**src/rtl/stage2_decode.sv**
```systemverilog
// RV32I decode stage: combinational decode of the fetch beat into an output register
// backed by a skid register, so execute back-pressure never reaches fetch combinationally.
module stage2_decode #(
    parameter int WIDTH = 32
) (
    input  logic             clk,
    input  logic             rst,
    input  logic             s_valid,
    output logic             s_ready,
    input  logic [WIDTH-1:0] s_instruction,
    input  logic [WIDTH-1:0] s_program_counter,
    input  logic             flush,
    output logic             m_valid,
    input  logic             m_ready,
    output logic [WIDTH-1:0] m_program_counter,
    output logic [WIDTH-1:0] m_instruction,
    output logic [4:0]       m_rd,
    output logic [4:0]       m_rs1,
    output logic [4:0]       m_rs2,
    output logic [2:0]       m_funct3,
    output logic             m_funct7_5,
    output logic [3:0]       m_op_class,
    output logic [WIDTH-1:0] m_imm,
    output logic             m_illegal
);

    typedef enum logic [3:0] {
        CLS_OP      = 4'd0,
        CLS_OPIMM   = 4'd1,
        CLS_LOAD    = 4'd2,
        CLS_STORE   = 4'd3,
        CLS_BRANCH  = 4'd4,
        CLS_JAL     = 4'd5,
        CLS_JALR    = 4'd6,
        CLS_LUI     = 4'd7,
        CLS_AUIPC   = 4'd8,
        CLS_FENCE   = 4'd9,
        CLS_SYSTEM  = 4'd10,
        CLS_ILLEGAL = 4'd15
    } op_class_e;

    localparam logic [6:0] OPC_OP     = 7'b0110011;
    localparam logic [6:0] OPC_OPIMM  = 7'b0010011;
    localparam logic [6:0] OPC_LOAD   = 7'b0000011;
    localparam logic [6:0] OPC_STORE  = 7'b0100011;
    localparam logic [6:0] OPC_BRANCH = 7'b1100011;
    localparam logic [6:0] OPC_JAL    = 7'b1101111;
    localparam logic [6:0] OPC_JALR   = 7'b1100111;
    localparam logic [6:0] OPC_LUI    = 7'b0110111;
    localparam logic [6:0] OPC_AUIPC  = 7'b0010111;
    localparam logic [6:0] OPC_FENCE  = 7'b0001111;
    localparam logic [6:0] OPC_SYSTEM = 7'b1110011;

    typedef struct packed {
        logic [WIDTH-1:0] pc;
        logic [WIDTH-1:0] instr;
        logic [4:0]       rd;
        logic [4:0]       rs1;
        logic [4:0]       rs2;
        logic [2:0]       funct3;
        logic             funct7_5;
        op_class_e        op_class;
        logic [WIDTH-1:0] imm;
        logic             illegal;
    } beat_t;

    logic [31:0] ins;
    logic [2:0]  f3;
    logic [6:0]  f7;
    logic [31:0] imm_i, imm_s, imm_b, imm_u, imm_j;
    beat_t       dec;
    beat_t       out_q, skid_q;
    logic        out_valid, skid_valid;
    logic        out_valid_n, skid_valid_n;
    logic        load_out_from_skid, load_out_from_in, load_skid;
    logic        out_free, accept;

    assign ins   = s_instruction;
    assign f3    = ins[14:12];
    assign f7    = ins[31:25];
    assign imm_i = {{20{ins[31]}}, ins[31:20]};
    assign imm_s = {{20{ins[31]}}, ins[31:25], ins[11:7]};
    assign imm_b = {{19{ins[31]}}, ins[31], ins[7], ins[30:25], ins[11:8], 1'b0};
    assign imm_u = {ins[31:12], 12'h000};
    assign imm_j = {{11{ins[31]}}, ins[31], ins[19:12], ins[20], ins[30:21], 1'b0};

    always_comb begin
        // NOTE: every field gets a default before the case so no path leaves a latch behind.
        dec          = '0;
        dec.pc       = s_program_counter;
        dec.instr    = ins;
        dec.rd       = ins[11:7];
        dec.rs1      = ins[19:15];
        dec.rs2      = ins[24:20];
        dec.funct3   = f3;
        dec.funct7_5 = ins[30];
        dec.op_class = CLS_ILLEGAL;
        dec.imm      = '0;
        dec.illegal  = 1'b0;
        unique case (ins[6:0])
            OPC_OP: begin
                dec.op_class = CLS_OP;
                dec.illegal  = !(f7 == 7'b0000000 || f7 == 7'b0100000)
                             || (ins[30] && !(f3 == 3'd0 || f3 == 3'd5));
            end
            OPC_OPIMM:  begin dec.op_class = CLS_OPIMM;  dec.imm = imm_i; end
            OPC_LOAD:   begin dec.op_class = CLS_LOAD;   dec.imm = imm_i; end
            OPC_STORE:  begin dec.op_class = CLS_STORE;  dec.imm = imm_s; end
            OPC_BRANCH: begin
                dec.op_class = CLS_BRANCH;
                dec.imm      = imm_b;
                dec.illegal  = (f3 == 3'd2) || (f3 == 3'd3);
            end
            OPC_JAL:    begin dec.op_class = CLS_JAL;    dec.imm = imm_j; end
            OPC_JALR: begin
                dec.op_class = CLS_JALR;
                dec.imm      = imm_i;
                dec.illegal  = (f3 != 3'd0);
            end
            OPC_LUI:    begin dec.op_class = CLS_LUI;    dec.imm = imm_u; end
            OPC_AUIPC:  begin dec.op_class = CLS_AUIPC;  dec.imm = imm_u; end
            OPC_FENCE:  dec.op_class = CLS_FENCE;
            OPC_SYSTEM: begin dec.op_class = CLS_SYSTEM; dec.imm = imm_i; end
            default:    dec.illegal = 1'b1;
        endcase
        // Malformed variants of known opcodes keep their decoded fields but report as illegal.
        if (dec.illegal) dec.op_class = CLS_ILLEGAL;
    end

    assign out_free = !out_valid || m_ready;
    assign accept   = s_valid && s_ready;

    always_comb begin
        out_valid_n        = out_valid;
        skid_valid_n       = skid_valid;
        load_out_from_skid = 1'b0;
        load_out_from_in   = 1'b0;
        load_skid          = 1'b0;
        if (flush) begin
            out_valid_n  = 1'b0;
            skid_valid_n = 1'b0;
        end else if (out_free) begin
            if (skid_valid) begin
                out_valid_n        = 1'b1;
                load_out_from_skid = 1'b1;
                skid_valid_n       = accept;
                load_skid          = accept;
            end else begin
                out_valid_n      = accept;
                load_out_from_in = accept;
            end
        end else if (accept) begin
            skid_valid_n = 1'b1;
            load_skid    = 1'b1;
        end
    end

    // NOTE: state registers use non-blocking assignments so every flop samples pre-edge values.
    always_ff @(posedge clk) begin
        if (rst) begin
            out_valid  <= 1'b0;
            skid_valid <= 1'b0;
            s_ready    <= 1'b1;
            out_q      <= '0;
        end else begin
            out_valid  <= out_valid_n;
            skid_valid <= skid_valid_n;
            s_ready    <= !skid_valid_n;
            if (load_out_from_skid)    out_q <= skid_q;
            else if (load_out_from_in) out_q <= dec;
        end
    end

    // NOTE: skid payload has no reset; it is never observed unless skid_valid is set.
    always_ff @(posedge clk) begin
        if (load_skid) skid_q <= dec;
    end

    assign m_valid           = out_valid;
    assign m_program_counter = out_q.pc;
    assign m_instruction     = out_q.instr;
    assign m_rd              = out_q.rd;
    assign m_rs1             = out_q.rs1;
    assign m_rs2             = out_q.rs2;
    assign m_funct3          = out_q.funct3;
    assign m_funct7_5        = out_q.funct7_5;
    assign m_op_class        = out_q.op_class;
    assign m_imm             = out_q.imm;
    assign m_illegal         = out_q.illegal;

endmodule

```
**config.mk**
```make
export PLATFORM = sky130hd
export DESIGN_NAME = stage2_decode
export DESIGN_NICKNAME = d
export VERILOG_FILES = /design/src/rtl/stage2_decode.sv
export SDC_FILE = /design/constraint.sdc
export NUM_CORES = 1
export LEC_CHECK = 0
export CAP_MARGIN = 20
export CORE_MARGIN = 1
export CORE_UTILIZATION = 45
export CTS_CLUSTER_SIZE = 8
export DETAILED_ROUTE_END_ITERATION = 6
export GPL_TIMING_DRIVEN = 0
export PLACE_DENSITY_LB_ADDON = 0.08
export SYNTH_ARGS = -nofsm -noshare
export SYNTH_HDL_FRONTEND = slang
export SYNTH_SLANG_ARGS = --single-unit
```
**constraint.sdc**
```tcl
create_clock -name clk -period 11.78 [get_ports clk]
set_clock_uncertainty 0.05 [all_clocks]
set_input_delay 2.356 -clock clk [delete_from_list [all_inputs] [get_ports clk]]
set_output_delay 2.356 -clock clk [all_outputs]
set_load 0.01 [all_outputs]
```
==> results of run 1 <==
## state kept, by name (all words and copies together) (netlist names)
signal             flops
m_valid                1
m_program_counter     32
m_op_class             4
m_imm                 32
m_instruction         32
m_illegal              1
skid_q               101
s_ready                1
skid_valid             1
## cells in the mapped netlist, types with 5 or more instances
library cell	number	area, sq um
clkbuf_1	38	142.6
or3_1	6	37.54
o21ai_0	32	160.2
inv_1	8	30.03
nand2_1	140	525.5
o21a_1	5	37.54
buf_2	22	110.1
nand2b_1	11	68.82
nand4_1	8	50.05
nor3_1	5	25.02
buf_4	21	157.7
dfxtp_1	104	2082
a221oi_1	22	192.7
nor2_1	7	26.28
and2_1	11	68.82
a22oi_1	6	45.04
edfxtp_1	101	3033
a311oi_1	5	43.79
o221ai_1	64	560.5
a21oi_1	75	375.4
## cell type report
class                           count  area share [%]
Buffer                             83           3.757
Clock buffer                       49           7.073
Clock inverter                      2          0.1216
Inverter                            9          0.2984
Multi-Input combinational cell    446           23.44
Sequential cell                   205           45.18
Tap cell                          229           2.531
Timing Repair Buffer              198           17.60
## power breakdown
part	switching [mW]	internal (mW)	leakage, nW	total, mW
registers	0.0114	0.767	1.83	0.779
clock network	0.289	0.455	0.389	0.744
logic	0.0851	0.0804	1.69	0.166
## routing by layer
layer / up-vias / GRT usage, % / routed length (microns)
met5: - / 0 / 0
met4: 0 / 8.974 / 600
met3: 51 / 4.111 / 2059
met2: 358 / 41.64 / 11570
met1: 3455 / 34.28 / 10090
li1: 3256 / - / -
## path summary, 6_finish.rpt
path | end | slack (ns) | cells after the start
max reg2reg | skid_q[63]$_DFFE_PP_ | 9.18 | 7
max | skid_q[63]$_DFFE_PP_ | 7.28 | 8
min reg2reg | m_program_counter[30]$_SDFFE_PP0P_ | 0.40 | 2
min | m_program_counter[30]$_SDFFE_PP0P_ | 0.40 | 2
## metrics by stage
stage | worst slack [ns] | utilization, % | hold WS (ns) | instance area [sq um]
6_report | 7.284 | 63.24 | 0.3996 | 11320
3_3_place_gp | -2.282 | 58.07 | 0.3875 | 10400
3_5_place_dp | 6.743 | 58.69 | 0.3946 | 10510
4_1_cts | 7.267 | 63.24 | 0.4016 | 11320
5_1_grt | 7.137 | 63.24 | 0.4143 | 11320
2_1_floorplan | 1.429 | - | 0.4262 | 8217
## cells by family (layout without fill, tap and decap cells)
logic type,count (synthesis),after routing,share of synthesized area [%]
AND/OR/NAND/NOR,203,203,10.98
AO/OA/AOI/OAI,239,239,20.76
XOR/XNOR,4,4,0.4265
buffers and inverters,92,341,5.589
flip-flops,205,205,62.25
## worst max-delay path, delay by kind of cell
kind / cells / cell delay [ns]
buffers and inverters: 5 / 1.20
and+or+nand+nor: 3 / 1.10
==> summary.txt, run 1 <==
Outcome
  – Status: finished clean

Synthesis
  – Main synth FF type: dfxtp_1
  – Post-Syn Nets: 812
  – Syn avg cell area: 11.06 sq um
  – Synthesized flop and latch total: 205
  – Synth Instances: 743
  – FFs w/ async S/R, synth: 0%
  – Yosys warning total: 0
  – Post-synth cell types: 49
  – Syn Std Cell Area: 8217 sq um
  – Post-synth EDFFs: 101
  – Sequential area share after synthesis: 62.25%

Detailed routing
  – DRT Wirelength: 24310 microns
  – DR pass1 iterations: 5
  – Via density: 5.831
  – DRC Markers: 0
  – WL per Instance: 19.91 microns
  – DR vias: 7120
  – DRT antenna net count: 0
  – Starting DRT DRC Count: 559

Clock tree
  – Worst-Skew Late Latency: 0.53 ns
  – Longest Clk Path Bufs: 3
  – Post_cts resized: 0
  – Inserted Clock Buffers: 29
  – CTS Hold Bufs: 0
  – H-tree Lvls: 1
  – CTS tree: built
  – Postcts setup bufs: 0
  – Clk slew on worst S/H paths: 0.05 ns
  – Clk root buf: clkbuf_16
  – Sink Count: 205

GRT
  – Vias in the first global route: 6712
  – Global-route wire length before repair: 36510 microns
  – Grt ovf: 0
  – Overall Global Routing Usage: 25.51%
  – Antenna violations before repair: 0
  – Largest net degree at the start of global routing: 15

Critical path
  – Critical path class: input port to flip-flop
  – Crit path launch: m_ready
  – CP dominant cell by count: buf_6
  – Worst R2R Start: m_valid$_SDFFE_PP0N_
  – Worst EP required: 11.96 ns
  – Critical path arrival: 4.68 ns
  – Crit path max fanout: 12
  – Critical path's largest stage delay: 0.60 ns
  – CP Capture Type: flip-flop
  – Crit-path cells: clkdlybuf4s50_1, nor2b_1, nor2_1, nor3_2, buf_6, buf_6, buf_6, buf_6
  – Worst setup SP type: input port
  – Worst path slowest cell: nor3_2

Finish
  – Reg area: 5115 sq um
  – Layout cells sized above 1: 9.677%
  – Commonest non-fill, non-tap cells in the layout: clkdlybuf4s50_1, nand2_1, dfxtp_1, edfxtp_1, a21oi_1
  – Commonest non-fill, non-tap cell in the layout: clkdlybuf4s50_1
  – Multi-input logic area: 2654 sq um
  – Area Overhead vs Synth: 37.79%
  – Number of nets in the layout: 1041
  – Ant. Diodes: 0
  – Finished Layout Cells: 1221
  – Fill cells: 1478

Hold path
  – HP Class: flip-flop to flip-flop
  – Hold Crit Start: m_program_counter[30]$_SDFFE_PP0P_

Pwr
  – Worst vdd ir: 131.4 uV
  – Cell Pwr Density: 149.1 nW/um^2
  – Leakage: 3.912 nW
  – Total power: 1.688 mW

Placed design
  – GP Congestion: 0.8721
  – Placed cell count: 1170
  – Port Buf Inserts: 189
  – DP HPWL: 17550 microns

Timing
  – Final period utilization: 38.16%
  – Min Tclk post-route: 4.496 ns
  – Slew @ Worst Pin: 0.8440 ns
  – Relative slew slack: 43.43%
  – Endpoints failing hold: 0
  – Fmax: 222.4 MHz
  – Max Slew Vio Count: 0
  – Setup TNS Final: 0 ns
  – Final setup vio count: 0
  – RSZ-0062 raised after global routing: no

Die
  – Die Height: 137.1 microns
  – Initial Utilization: 45.90%
  – Placeable core area: 17900 sq um
  – Row count: 49
  – Die extent in x: 137.1 microns
  – # IOs: 191
  – Die ar.: 18800 sq um

Job
  – Number of max-cap violations: 0
Note: power is estimated with default switching activity, not from simulation.
==> run 2, diff against run 1 <==
Clock period 11.78 ns to 4.1 ns, I/O delays scaled along.
==> run 2 against run 1 <==
  * Critical path depth fell by 3
  * Utilization rose by 0.077 points
  * Combinational power grew to 2.9 times the previous value
  * Die area unchanged
  * Hold slack better by 0.0026 ns
  * Flip-flop and latch count unchanged
  * Wire length increased by 2.4%
  * Final area increased by 0.12%
  * Sequential power rose to 2.9 times the previous value
  * Cell count down 0.33%
  * Critical path type unchanged
  * Critical endpoint is now m_imm[14]$_SDFFE_PP0P_
==> summary.txt, run 2 (synthesized netlist as in run 1, its figures left out) <==
Pwr
  – Cell Pwr Density: 427.9 nW/um^2 (+190%)
  – Worst vdd ir: 317.9 uV (+140%)
  – Flop pwr share: 46.1% (about the same)
  – Cell-internal power: 3.738 mW (+190%)
  – Combinational Power Share: 9.9% (about the same)
  – Leakage: 3.909 nW (about the same)
  – Clock power frac: 44.0% (about the same)
  – Total power: 4.851 mW (+190%)
  – Switch share: 22.94% (+0.10 points)
  – Psw: 1.113 mW (+190%)

Detailed routing
  – DR vias: 7207 (+1.2%)
  – DRC Markers: 0 (unchanged)
  – DRT antenna net count: 0 (unchanged)
  – Starting DRT DRC Count: 639 (+14%)
  – DRT Wirelength: 24890 microns (+2.4%)
  – Via density: 5.922 (+1.6%)
  – WL per Instance: 20.46 microns (+2.7%)
  – DR pass1 iterations: 5 (unchanged)

Clock tree
  – Longest Clk Path Bufs: 3 (unchanged)
  – Postcts setup bufs: 0 (unchanged)
  – Inserted Clock Buffers: 29 (unchanged)
  – Clk root buf: clkbuf_16
  – H-tree Lvls: 1 (unchanged)
  – Worst-Skew Late Latency: 0.53 ns (about the same)
  – Clk slew on worst S/H paths: 0.05 ns (about the same)
  – CTS Hold Bufs: 0 (unchanged)
  – Sink Count: 205 (unchanged)
  – Post_cts resized: 0 (unchanged)
  – CTS tree: built

Die
  – Die ar.: 18800 sq um (unchanged)
  – Die Height: 137.1 microns (unchanged)
  – Placeable core area: 17900 sq um (unchanged)
  – Row count: 49 (unchanged)
  – Initial Utilization: 45.90% (unchanged)
  – # IOs: 191 (unchanged)
  – Die extent in x: 137.1 microns (unchanged)

Timing
  – Endpoints failing hold: 0 (unchanged)
  – Min Tclk post-route: 2.825 ns
  – Final period utilization: 68.91%
  – Relative slew slack: 39.86% (-3.6 points)
  – Setup TNS Final: 0 ns (unchanged)
  – Final setup vio count: 0 (unchanged)
  – Max Slew Vio Count: 0 (unchanged)
  – Final WS setup: 1.275 ns (-6.009 ns)
  – Slew @ Worst Pin: 0.8947 ns (+0.05069 ns)
  – RSZ-0062 raised after global routing: no
  – Fmax: 354.0 MHz

GRT
  – GR Layer Usage met1: 34.92% (+0.64 points)
  – GRT busiest layer: met2
  – Antenna violations before repair: 0 (unchanged)
  – Met3 usage: 3.407% (-0.70 points)
  – Global-route wire length before repair: 37380 microns (+2.4%)
  – Overall Global Routing Usage: 25.99% (+0.47 points)
  – Met2 Resource Use GR: 43.01% (+1.4 points)
  – Vias in the first global route: 6880 (+2.5%)
  – Largest net degree at the start of global routing: 22 (+7)
  – Grt ovf: 0 (unchanged)

Finish
  – Area Overhead vs Synth: 37.96%
  – Largest register FFs: 101 (unchanged)
  – Layout cells sized above 1: 9.413% (-0.26 points)
  – Commonest non-fill, non-tap cell in the layout: clkdlybuf4s50_1
  – Reg with most FFs: skid_q
  – Ant. Diodes: 0 (unchanged)
  – Number of nets in the layout: 1038 (-0.29%)
  – Commonest non-fill, non-tap cells in the layout: clkdlybuf4s50_1, nand2_1, dfxtp_1, edfxtp_1, a21oi_1
  – Post-layout util: 63.32% (+0.077 points)

Critical path
  – Critical path arrival: 3.20 ns (-1.48 ns)
  – Critical path class: input port to flip-flop
  – Crit path max fanout: 10 (-2)
  – CP Capture Type: flip-flop
  – Worst setup SP type: input port
  – Worst EP required: 4.48 ns (-7.48 ns)

Outcome
  – Status: finished clean

Placed design
  – Place WS: 0.7743 ns (-5.969 ns)
  – DP HPWL: 17380 microns (-0.93%)
  – GP Congestion: 0.8729 (about the same)
  – Port Buf Inserts: 189 (unchanged)

Hold path
  – HP Class: flip-flop to flip-flop

Job
  – Number of max-cap violations: 0 (unchanged)
run 2: worst max-delay path, stage by stage:
cell             delay, ns
clkdlybuf4s50_1       0.56
nor3_2                0.79
clkbuf_1              0.52
o21ai_0               0.20
a221oi_1              0.30
run 2: cell type report:
type / instances / area [sq um]
clock inverter: 1 / 5.005
clock buffer: 49 / 800.8
inverter: 9 / 33.78
timing repair buffer: 195 / 2007
fill: 1461 / 6566
multi-input combinational: 446 / 2663
buffer: 83 / 425.4
tap: 229 / 286.5
sequential: 205 / 5115
run 2: power groups by stage:
stage	clock network [mW]	logic, mW	registers [mW]
floorplan	0	0.181	2.29
global placement	0	0.464	2.28
detailed placement	0	0.475	2.28
CTS	2.16	0.479	2.24
global route	2.25	0.514	2.24
finish	2.13	0.481	2.24
run 2: per-layer routing:
metal,routed length (microns),up-vias
met3,1656,58
met2,11890,347
li1,-,3242
met5,0,-
met1,10670,3560
met4,677,0
run 2: path summary, 6_finish.rpt:
kind	start	endpoint	slack (ns)	cells after the start
setup / recovery	flush	m_imm[14]$_SDFFE_PP0P_	1.27	5
hold / removal	m_program_counter[30]$_SDFFE_PP0P_	m_program_counter[30]$_SDFFE_PP0P_	0.40	2
setup reg to reg	skid_valid$_SDFF_PP0_	m_instruction[19]$_SDFFE_PP0P_	1.62	7
hold reg to reg	m_program_counter[30]$_SDFFE_PP0P_	m_program_counter[30]$_SDFFE_PP0P_	0.40	2
run 2: metrics by stage:
step | area, sq um | hold slack, ns | cells
finish | 11340 | 0.4022 | 1217
global route | 11340 | 0.4239 | 1217
CTS | 11340 | 0.4024 | 1217
detailed placement | 10530 | 0.3964 | 1167
floorplan | 8230 | 0.4262 | 743
global placement | 10410 | 0.3888 | 1161
==> run 3, diff against run 2 <==
Clock period 4.1 ns to 2.5 ns, I/O delays scaled along.
==> run 3 against run 2 <==
  * Via count shrank 2.9%
  * Power is 65% higher
  * Cell count rose by 0.16%
  * Combinational power increased by 63%
  * Clock power grew 67%
  * Die area did not move
  * Flip-flop and latch count did not move
  * Critical path type unchanged
  * Highest routed layer unchanged
==> summary.txt, run 3 (synthesized netlist as in run 1, its figures left out) <==
Timing
  – Slew @ Worst Pin: 0.9973 ns (+0.1026 ns)
  – Final setup vio count: 0 (unchanged)
  – Hold_ws: 0.3972 ns (-0.005053 ns)
  – Relative slew slack: 32.96% (-6.9 points)
  – Min Tclk post-route: 2.345 ns
  – Final period utilization: 93.79%
  – RSZ-0062 raised after global routing: no
  – Final WS setup: 0.1552 ns (-1.120 ns)
  – Endpoints failing hold: 0 (unchanged)
  – Fmax: 426.5 MHz
  – Max Slew Vio Count: 0 (unchanged)

Detailed routing
  – DRC Markers: 0 (unchanged)
  – DR pass1 iterations: 5 (unchanged)
  – Via density: 5.739 (-3.1%)
  – DR vias: 6996 (-2.9%)
  – Starting DRT DRC Count: 565 (-12%)
  – WL per Instance: 19.58 microns (-4.3%)
  – DRT Wirelength: 23870 microns (-4.1%)
  – DRT antenna net count: 0 (unchanged)

Clock tree
  – Clk root buf: clkbuf_16
  – Worst-Skew Late Latency: 0.53 ns (about the same)
  – CTS tree: built
  – Clk slew on worst S/H paths: 0.05 ns (about the same)
  – H-tree Lvls: 1 (unchanged)
  – Longest Clk Path Bufs: 3 (unchanged)
  – Postcts setup bufs: 0 (unchanged)
  – CTS Hold Bufs: 0 (unchanged)
  – Sink Count: 205 (unchanged)
  – Inserted Clock Buffers: 29 (unchanged)

Finish
  – Final instance area: 11390 sq um (+0.45%)
  – Fill cells: 1496 (+2.4%)
  – Multi-input logic area: 2688 sq um (+0.94%)
  – Post-layout util: 63.61% (+0.29 points)
  – Largest register FFs: 101 (unchanged)
  – Ant. Diodes: 0 (unchanged)
  – Reg with most FFs: skid_q
  – Layout cells sized above 1: 10.00% (+0.59 points)
  – Commonest non-fill, non-tap cells in the layout: clkdlybuf4s50_1, nand2_1, dfxtp_1, edfxtp_1, a21oi_1
  – Finished Layout Cells: 1219 (+0.16%)
  – Number of nets in the layout: 1037 (-0.096%)
  – Area Overhead vs Synth: 38.59%
  – Commonest non-fill, non-tap cell in the layout: clkdlybuf4s50_1
  – Reg area: 5115 sq um (unchanged)

Pwr
  – Cell Pwr Density: 703.3 nW/um^2 (+64%)
  – Leakage: 3.927 nW (+0.48%)
  – Worst vdd ir: 513.3 uV (+61%)

Critical path
  – CP dominant cell by count: buf_8
  – Critical path class: input port to flip-flop
  – Critical path's largest stage delay: 0.73 ns (-0.06 ns)
  – Largest delay share family, worst path: simple AND/OR/NAND/NOR gates
  – Critical path arrival: 2.52 ns (-0.68 ns)
  – Worst EP required: 2.67 ns (-1.81 ns)
  – Crit-path cells: clkdlybuf4s50_1, nor2b_4, nor2_2, nor3_4, buf_8, buf_8
  – CP Capture Type: flip-flop
  – Worst setup SP type: input port
  – Crit path max fanout: 20 (+10)
  – Worst path slowest cell: nor3_4
  – Crit path buf inv count: 3 (+1)

Job
  – Number of max-cap violations: 0 (unchanged)

GRT
  – Global-route wire length before repair: 35580 microns (-4.8%)
  – Largest net degree at the start of global routing: 22 (unchanged)
  – Vias in the first global route: 6507 (-5.4%)
  – Antenna violations before repair: 0 (unchanged)
  – Overall Global Routing Usage: 24.85% (-1.1 points)
  – Grt ovf: 0 (unchanged)

Placed design
  – Placed cell count: 1166 (-0.086%)
  – Port Buf Inserts: 189 (unchanged)
  – DP Area: 10540 sq um (about the same)
  – GP Congestion: 0.8922 (+2.2%)
  – DP HPWL: 16520 microns (-5.0%)
  – Place WS: -0.6214 ns (-1.396 ns)

Die
  – Initial Utilization: 45.90% (unchanged)
  – Die ar.: 18800 sq um (unchanged)
  – Row count: 49 (unchanged)
  – Die extent in x: 137.1 microns (unchanged)
  – # IOs: 191 (unchanged)
  – Placeable core area: 17900 sq um (unchanged)
  – Die Height: 137.1 microns (unchanged)

Hold path
  – HP Class: flip-flop to flip-flop

Outcome
  – Status: finished clean
==> run 3: cell types whose count changed in the layout (fill, tap and decap cells not counted), sizes merged <==
cell    delta
buf        -1
clkbuf     +3
clkinv     -1
inv        +1
==> run 3: layout make-up <==
type                    instances  share of cell area, %
plain buffers                  83                  3.769
clock buffers                  52                  7.219
clock inverters                 1                0.07691
inverters                       9                 0.2967
multi-input cells             446                  23.60
flip-flops and latches        205                  44.92
well taps                     229                  2.516
repair buffers                194                  17.60
==> run 3: tightest hold or removal path, stage by stage, from the launching register on <==
cell,delay [ns]
dfxtp_1,0.30
nand2_1,0.05
a21oi_1,0.05
==> run 3: path summary, 6_finish.rpt <==
path / start / to / slack (ns) / depth (start not counted)
min reg2reg: m_program_counter[11]$_SDFFE_PP0P_ / m_program_counter[11]$_SDFFE_PP0P_ / 0.40 / 2
max: m_ready / skid_q[111]$_DFFE_PP_ / 0.16 / 6
max reg2reg: skid_valid$_SDFF_PP0_ / m_imm[12]$_SDFFE_PP0P_ / 0.23 / 7
min: m_program_counter[11]$_SDFFE_PP0P_ / m_program_counter[11]$_SDFFE_PP0P_ / 0.40 / 2
==> run 3: what timing repair did <==
action / in CTS / in global routing
hold endpoints to repair: 0 / 0
cloned: 0 / 0
resized for setup: 2 / 7
endpoints found under the setup margin: 14 / 7
==> run 3: stage by stage <==
step           setup TNS, ns  power [mW]
2_1_floorplan        -115.65       4.058
3_3_place_gp         -328.07       4.498
3_5_place_dp          -58.77       4.509
4_1_cts                    0       8.055
5_1_grt                    0       8.251
6_report                   0       8.009
==> run 3: per-layer routing <==
metal / vias up / wire length, microns / GRT usage, %
li1: 3248 / - / -
met1: 3441 / 10610 / 34.21
met2: 276 / 11310 / 41.19
met3: 31 / 1596 / 3.815
met4: 0 / 354 / 5.678
met5: - / 0 / 0
==> run 3: report_power, final <==
part | internal [mW] | total (mW) | switching (mW)
clock network | 2.19 | 3.56 | 1.37
registers | 3.61 | 3.67 | 0.0541
logic | 0.382 | 0.783 | 0.401
total | 6.18 | 8.01 | 1.83
